==> src/rtl/pds_pkg.sv <==
// ---------------------------------------------------------------------------
// pds_pkg : field widths, packet/entry layouts and helpers for the PDS rx port
// Rev 1.0
// ---------------------------------------------------------------------------
`default_nettype none

package pds_pkg;

  localparam int SRC_W  = 4;
  localparam int TGT_W  = 4;
  localparam int DATA_W = 8;
  localparam int PKT_W  = SRC_W + TGT_W + DATA_W;
  localparam logic [TGT_W-1:0] BCAST_ADDR = 4'hF;

  // Field order matches the bit layout of data_op: [15:12] [11:8] [7:0]
  typedef struct packed {
    logic [SRC_W-1:0]  source;
    logic [TGT_W-1:0]  target;
    logic [DATA_W-1:0] data;
  } pds_pkt_t;

  typedef struct packed {
    logic [SRC_W-1:0]  source;
    logic [DATA_W-1:0] data;
  } pds_rx_entry_t;

  function automatic logic [7:0] sat_inc8(input logic [7:0] v);
    return (v == 8'hFF) ? v : v + 8'd1;
  endfunction

endpackage

`default_nettype wire

==> src/rtl/pds_rx_port_if.sv <==
// ---------------------------------------------------------------------------
// pds_rx_port_if : switch-side strobe input and consumer-side valid/ready head
// Rev 1.0
// ---------------------------------------------------------------------------
`default_nettype none

interface pds_rx_port_if;
  import pds_pkg::*;

  logic [PKT_W-1:0]  data_op;
  logic              valid_op;
  logic [SRC_W-1:0]  rx_source;
  logic [DATA_W-1:0] rx_data;
  logic              rx_valid;
  logic              rx_ready;

  modport slave (
    input  data_op, valid_op, rx_ready,
    output rx_source, rx_data, rx_valid
  );

  modport master (
    output data_op, valid_op, rx_ready,
    input  rx_source, rx_data, rx_valid
  );

endinterface

`default_nettype wire

==> src/rtl/pds_rx_fifo.sv <==
// ---------------------------------------------------------------------------
// pds_rx_fifo : synchronous FIFO, head visible combinationally on dout
// Rev 1.0
// ---------------------------------------------------------------------------
`default_nettype none

module pds_rx_fifo #(
  parameter int  DEPTH = 4,
  parameter type T     = logic [11:0],
  localparam int AW    = $clog2(DEPTH),
  localparam int LW    = AW + 1
) (
  input  wire logic          clk,
  input  wire logic          reset,
  input  wire logic          push,
  input  wire T              din,
  input  wire logic          pop,
  output T                   dout,
  output logic               full,
  output logic               empty,
  output logic [LW-1:0]      level
);

  T                mem_q [DEPTH];
  T                mem_d [DEPTH];
  logic [AW-1:0]   wr_ptr_q, wr_ptr_d;
  logic [AW-1:0]   rd_ptr_q, rd_ptr_d;
  logic [LW-1:0]   level_q, level_d;
  logic            push_ok;
  logic            pop_ok;

  assign full    = (level_q == LW'(DEPTH));
  assign empty   = (level_q == '0);
  // A pop in the same cycle frees the slot a full-FIFO push needs
  assign push_ok = push && (!full || pop_ok);
  assign pop_ok  = pop && !empty;

  always_comb begin
    mem_d    = mem_q;
    wr_ptr_d = wr_ptr_q;
    rd_ptr_d = rd_ptr_q;
    level_d  = level_q;
    if (push_ok) begin
      mem_d[wr_ptr_q] = din;
      wr_ptr_d        = wr_ptr_q + 1'b1;
    end
    if (pop_ok) begin
      rd_ptr_d = rd_ptr_q + 1'b1;
    end
    case ({push_ok, pop_ok})
      2'b10:   level_d = level_q + 1'b1;
      2'b01:   level_d = level_q - 1'b1;
      default: level_d = level_q;
    endcase
  end

  always_ff @(posedge clk or negedge reset) begin
    if (!reset) begin
      for (int i = 0; i < DEPTH; i++) begin
        mem_q[i] <= '0;
      end
      wr_ptr_q <= '0;
      rd_ptr_q <= '0;
      level_q  <= '0;
    end else begin
      mem_q    <= mem_d;
      wr_ptr_q <= wr_ptr_d;
      rd_ptr_q <= rd_ptr_d;
      level_q  <= level_d;
    end
  end

  assign dout  = mem_q[rd_ptr_q];
  assign level = level_q;

endmodule

`default_nettype wire

==> src/rtl/pds_rx_port.sv <==
// ---------------------------------------------------------------------------
// pds_rx_port : captures switch packets, filters on target, buffers in a FIFO
// Rev 1.0
// ---------------------------------------------------------------------------
`default_nettype none

module pds_rx_port
  import pds_pkg::*;
#(
  parameter logic [3:0] MY_ADDR      = 4'h1,
  parameter int         DEPTH        = 4,
  parameter bit         ACCEPT_BCAST = 1'b1,
  localparam int        LW           = $clog2(DEPTH) + 1
) (
  input  wire logic          clk,
  input  wire logic          reset,
  pds_rx_port_if.slave       bus,
  output logic [7:0]         filt_cnt,
  output logic [7:0]         ovf_cnt,
  output logic [LW-1:0]      fifo_level
);

  logic [PKT_W-1:0] cap_word_q, cap_word_d;
  logic             cap_vld_q, cap_vld_d;
  logic [7:0]       filt_cnt_q, filt_cnt_d;
  logic [7:0]       ovf_cnt_q, ovf_cnt_d;

  pds_pkt_t         cap_pkt;
  pds_rx_entry_t    push_entry;
  pds_rx_entry_t    head_entry;
  logic             match;
  logic             fifo_full;
  logic             fifo_empty;
  logic             pop;
  logic             space;
  logic             push;
  logic             filt_ev;
  logic             ovf_ev;

  assign cap_pkt    = pds_pkt_t'(cap_word_q);
  // When MY_ADDR is itself the broadcast address this OR yields a single match
  assign match      = (cap_pkt.target == MY_ADDR) ||
                      (ACCEPT_BCAST && (cap_pkt.target == BCAST_ADDR));
  assign pop        = !fifo_empty && bus.rx_ready;
  assign space      = !fifo_full || pop;
  assign push       = cap_vld_q && match && space;
  assign filt_ev    = cap_vld_q && !match;
  assign ovf_ev     = cap_vld_q && match && !space;
  assign push_entry = '{source: cap_pkt.source, data: cap_pkt.data};

  always_comb begin
    cap_vld_d  = bus.valid_op;
    cap_word_d = bus.valid_op ? bus.data_op : cap_word_q;
    filt_cnt_d = filt_ev ? sat_inc8(filt_cnt_q) : filt_cnt_q;
    ovf_cnt_d  = ovf_ev  ? sat_inc8(ovf_cnt_q)  : ovf_cnt_q;
  end

  always_ff @(posedge clk or negedge reset) begin
    if (!reset) begin
      cap_vld_q  <= 1'b0;
      cap_word_q <= '0;
      filt_cnt_q <= '0;
      ovf_cnt_q  <= '0;
    end else begin
      cap_vld_q  <= cap_vld_d;
      cap_word_q <= cap_word_d;
      filt_cnt_q <= filt_cnt_d;
      ovf_cnt_q  <= ovf_cnt_d;
    end
  end

  pds_rx_fifo #(
    .DEPTH (DEPTH),
    .T     (pds_rx_entry_t)
  ) u_fifo (
    .clk   (clk),
    .reset (reset),
    .push  (push),
    .din   (push_entry),
    .pop   (pop),
    .dout  (head_entry),
    .full  (fifo_full),
    .empty (fifo_empty),
    .level (fifo_level)
  );

  assign bus.rx_valid  = !fifo_empty;
  assign bus.rx_source = head_entry.source;
  assign bus.rx_data   = head_entry.data;
  assign filt_cnt      = filt_cnt_q;
  assign ovf_cnt       = ovf_cnt_q;

endmodule

`default_nettype wire

==> src/flat_wrapper.sv <==
// flat-port wrapper written by rule: the top's interface ports become plain ports
module pds_rx_port_flat import pds_pkg::*;
#(
  parameter logic [3:0] MY_ADDR      = 4'h1,
  parameter int         DEPTH        = 4,
  parameter bit         ACCEPT_BCAST = 1'b1,
  localparam int        LW           = $clog2(DEPTH) + 1
)
  (clk, reset, filt_cnt, ovf_cnt, fifo_level, bus_data_op, bus_valid_op, bus_rx_ready, bus_rx_source, bus_rx_data, bus_rx_valid);
  pds_rx_port_if bus_i ();
  input  wire logic clk;
  input  wire logic reset;
  output logic [7:0] filt_cnt;
  output logic [7:0] ovf_cnt;
  output logic [LW-1:0] fifo_level;
  input wire logic [$bits(bus_i.data_op)-1:0] bus_data_op;
  input wire logic [$bits(bus_i.valid_op)-1:0] bus_valid_op;
  input wire logic [$bits(bus_i.rx_ready)-1:0] bus_rx_ready;
  output wire logic [$bits(bus_i.rx_source)-1:0] bus_rx_source;
  output wire logic [$bits(bus_i.rx_data)-1:0] bus_rx_data;
  output wire logic [$bits(bus_i.rx_valid)-1:0] bus_rx_valid;
  assign bus_i.data_op = bus_data_op;
  assign bus_i.valid_op = bus_valid_op;
  assign bus_i.rx_ready = bus_rx_ready;
  assign bus_rx_source = bus_i.rx_source;
  assign bus_rx_data = bus_i.rx_data;
  assign bus_rx_valid = bus_i.rx_valid;
  pds_rx_port #(.MY_ADDR(MY_ADDR), .DEPTH(DEPTH), .ACCEPT_BCAST(ACCEPT_BCAST)) u_core (.clk(clk), .reset(reset), .bus(bus_i), .filt_cnt(filt_cnt), .ovf_cnt(ovf_cnt), .fifo_level(fifo_level));
endmodule
==> config.mk <==
export PLATFORM = sky130hd
export DESIGN_NAME = pds_rx_port_flat
export DESIGN_NICKNAME = d
export VERILOG_FILES = /design/src/rtl/pds_pkg.sv /design/src/rtl/pds_rx_port_if.sv /design/src/rtl/pds_rx_fifo.sv /design/src/rtl/pds_rx_port.sv /design/src/flat_wrapper.sv
export SDC_FILE = /design/constraint.sdc
export NUM_CORES = 1
export LEC_CHECK = 0
export BUFFER_PORTS_ARGS = -buffer_cell sky130_fd_sc_hd__buf_2
export CORE_MARGIN = 2
export CORE_UTILIZATION = 54
export CTS_BUF_LIST = sky130_fd_sc_hd__clkbuf_2
export DETAILED_ROUTE_END_ITERATION = 12
export PLACE_DENSITY = 0.78
export SLEW_MARGIN = 10
export SYNTH_ARGS = -nofsm -noshare
export SYNTH_HDL_FRONTEND = slang
export SYNTH_SLANG_ARGS = --single-unit
==> constraint.sdc <==
create_clock -name clk -period 2.5 [get_ports clk]
set_clock_uncertainty 0.2 [all_clocks]
set_input_delay 0.5 -clock clk [delete_from_list [all_inputs] [get_ports clk]]
set_output_delay 0.5 -clock clk [all_outputs]
set_load 0.02 [all_outputs]
==> summary.md <==
| Metric | Value |
|---|---|
| Outcome | `complete, no violations` |
| Worst-path clk slew | `210 ps` |
| Post-DP HPWL | `4.69 mm` |
| Root Buffer Master | `clkbuf_2` |
| Post-DRT Antenna Nets | `0` |
| Fill count | `551` |
| CP startpoint | `u_core.u_fifo.rd_ptr_q[0]` |
| Routability cong. | `roughly 0.77` |
| YS warnings | `0` |
| CTS H-Tree Depth | `3` |
| Clock Latency Late Sink | `roughly 510 ps` |
| Placed Cells | `418` |
| R2R Path Start | `u_core.cap_pkt[9]` |
| Layout Nets | `385` |
| Port Buffers | `slightly above 50` |
| Pin count of the biggest net entering global routing | `57` |
| Chip width | `approximately 89 um` |
| Mean Syn Cell Area | `between 10 and 15 sq um` |
| Worst setup SP type | `register` |
| TritonCTS Buffers | `9` |
| Final Max Tran Viols | `0` |
| Instance count of the mapped netlist | `261` |
| Max Cap Viol | `0` |
| Hold slack | `153 ps` |
| Vias in the first global route | `2321` |
| RSZ-0062 raised after global routing | `true` |
| Commonest cells in the synthesized netlist | `88 x dfrtp_1, 69 x mux2_2, 12 x mux4_2, 10 x nand3_1, 10 x xor2_1` |
| Synth Flop Type | `dfrtp_1` |
| Via count | `between 2k and 2.5k` |
| Cell with the most instances after synthesis | `dfrtp_1` |
| Height of the die | `89.1 um` |
| Final wirelength | `7.00 mm` |
| Leakage | `2.33 nW` |
| # diodes | `0` |
| Tightest Hold Check Type | `in2reg` |
| Arr. time, crit path | `1770 ps` |
| Initial Utilization | `0.547` |
| Ports | `52` |
| Global-route wire length before repair | `11.2 mm` |
| CTS tree | `yes` |
| Row count | `31` |
| Slew headroom | `0.531` |
| R2R Setup Slk | `60 ps` |
| Netlist cell types | `34` |
| CP Max Fanout | `5` |
| PD cells | `about 1000 nW/um^2` |
| Synth top area share | `0.564` |
| Core area | `7140 sq um` |
| CP Class | `reg2out` |
| Post-synthesis net count | `approximately 290` |
| Worst Path Required | `1800 ps` |
| Layout Utilization | `0.680` |
| Worst Slack Setup Final | `25.4 ps` |
| Post-synth ARST share | `1.00` |
| Worst R2R Path Depth | `6` |
| Least-Margin Pin Slew | `703 ps` |
| Post-layout min period | `2470 ps` |
| Final setup violation count | `0` |
| Pre-antenna DRT Iters | `4` |
| CTS sink cnt | `88` |
| Final Hold Viols | `0` |
| Post-Place Worst Slack | `-51.4 ps` |
| Final worst-path cycle share | `0.990` |
| DRC Markers | `0` |
| Via density | `5.28` |
| VDD IR-drop max | `661 uV` |
| Seq/Total Area, Yosys | `0.564` |
| Clk buf depth | `2` |
| Post-synth EDFFs | `0` |
| Die area | `7930 sq um` |
| CP Capture Type | `output pin` |
| Mapped cell area | `just under 4000 sq um` |
| Global-route usage over all layers | `0.190` |
| FF+latch count, synth | `88` |
| Reg-to-reg critical path endpoint | `u_core.ovf_cnt[6]` |
| Synth area leader | `dfrtp_1` |
| P&R area growth vs syn | `24.2%` |
| Most area-consuming cells after synthesis | `dfrtp_1 56%, mux2_2 20%, mux4_2 6.9%` |
| GRT overflow | `0` |
| Non-Filler Instances | `461` |
| CP endpoint | `bus_rx_source[3]` |
| Initial drt markers | `119` |
| Max Clock Freq | `0.404 GHz` |
| Share of cells above drive strength 1 | `0.503` |
| Routed len/inst | `15.2 um` |
| Antenna violations before repair | `0` |
metrics by stage:
stage / cell area (sq um) / TNS [ps] / power, mW
3_5_place_dp: 4400 / -58.1 / 3.91
3_3_place_gp: 4400 / 0 / 3.83
2_1_floorplan: 3910 / 0 / 3.35
4_1_cts: 4770 / -127 / 4.90
5_1_grt: 4850 / -586 / 5.23
6_report: 4850 / 0 / 4.91
cell usage in the layout, fill, tap and decap left out, types with 2 or more instances in the layout:
cell | Yosys | final
clkbuf_2 | 0 | 11
nor2_1 | 5 | 5
buf_2 | 2 | 41
nand4_1 | 5 | 5
bufinv_16 | 0 | 2
buf_12 | 0 | 4
nor4_1 | 3 | 3
nand3_1 | 10 | 10
or4b_4 | 0 | 2
mux2_2 | 69 | 69
inv_1 | 6 | 6
and3_1 | 2 | 2
nor3_1 | 3 | 3
dfrtp_1 | 88 | 87
buf_4 | 0 | 22
dlygate4sd3_1 | 0 | 17
nand2_1 | 9 | 8
buf_6 | 4 | 11
xor2_1 | 10 | 10
xnor2_1 | 6 | 6
ha_1 | 7 | 6
mux4_2 | 12 | 12
state kept, by name, summed over array words and instances, names as in the netlist:
signal	count
u_core.u_fifo.mem_q	48
u_core.u_fifo.rd_ptr_q	2
u_core.u_fifo.level	3
u_core.filt_cnt	8
u_core.ovf_cnt	8
u_core.cap_vld_q	1
u_core.u_fifo.wr_ptr_q	2
u_core.cap_pkt	16
report_power, final:
group | total [mW] | leakage [nW] | internal, mW | switching (mW)
clock network | 0.795 | 0.0802 | 0.340 | 0.455
registers | 2.16 | 1.11 | 1.85 | 0.304
logic | 1.96 | 1.14 | 1.09 | 0.868
total | 4.91 | 2.33 | 3.28 | 1.63
repair_timing:
item | CTS | global route
pin swaps | 0 | 3
setup endpoints to repair | 14 | 14
setup buffers | 3 | 7
gates resized for setup | 19 | 5
endpoints found under the hold margin | 68 | 2
hold buffers | 15 | 2
worst max-delay path, cell delays in order (launching register included):
cell and delay (ps):
dfrtp_2 450, buf_6 150, mux4_2 530, buf_6 150
how the worst min path moves through the flow:
stage	depth (start not counted)	endpoint	from
global route	1	u_core.cap_vld_q	bus_valid_op
floorplan	0	u_core.cap_pkt[0]	reset
detailed placement	1	u_core.filt_cnt[6]	u_core.filt_cnt[6]
global placement	1	u_core.filt_cnt[6]	u_core.filt_cnt[6]
finish	1	u_core.cap_vld_q	bus_valid_op
CTS	2	u_core.cap_pkt[11]	bus_data_op[11]
cells by family after synthesis:
logic type / synth area share
adders and majority gates: 0.0275
DFF: 0.564
buffers and inverters: 0.0237
AOI/OAI and AO/OA: 0.0135
xor gates and xnor gates: 0.0359
muxes: 0.271
and+or+nand+nor: 0.0650
area by class of cell:
type | count | area [sq um] | area share
clock inverters | 5 | 80.1 | 0.0165
repair buffers | 95 | 744 | 0.153
multi-input cells | 157 | 1620 | 0.335
inverters | 6 | 22.5 | 0.00464
well taps | 99 | 124 | 0.0255
clock buffers | 11 | 55.1 | 0.0113
flip-flops and latches | 88 | 2200 | 0.454
metal layers:
layer	wire [um]	share of wire	vias to the layer above	global-route usage
li1	-	-	1153	-
met3	193	0.028	11	0.0332
met4	114	0.016	0	0.0638
met2	3600	0.51	40	0.315
met5	0	0	-	0
met1	3090	0.44	1231	0.256
Note: power is estimated with default switching activity, not from simulation.
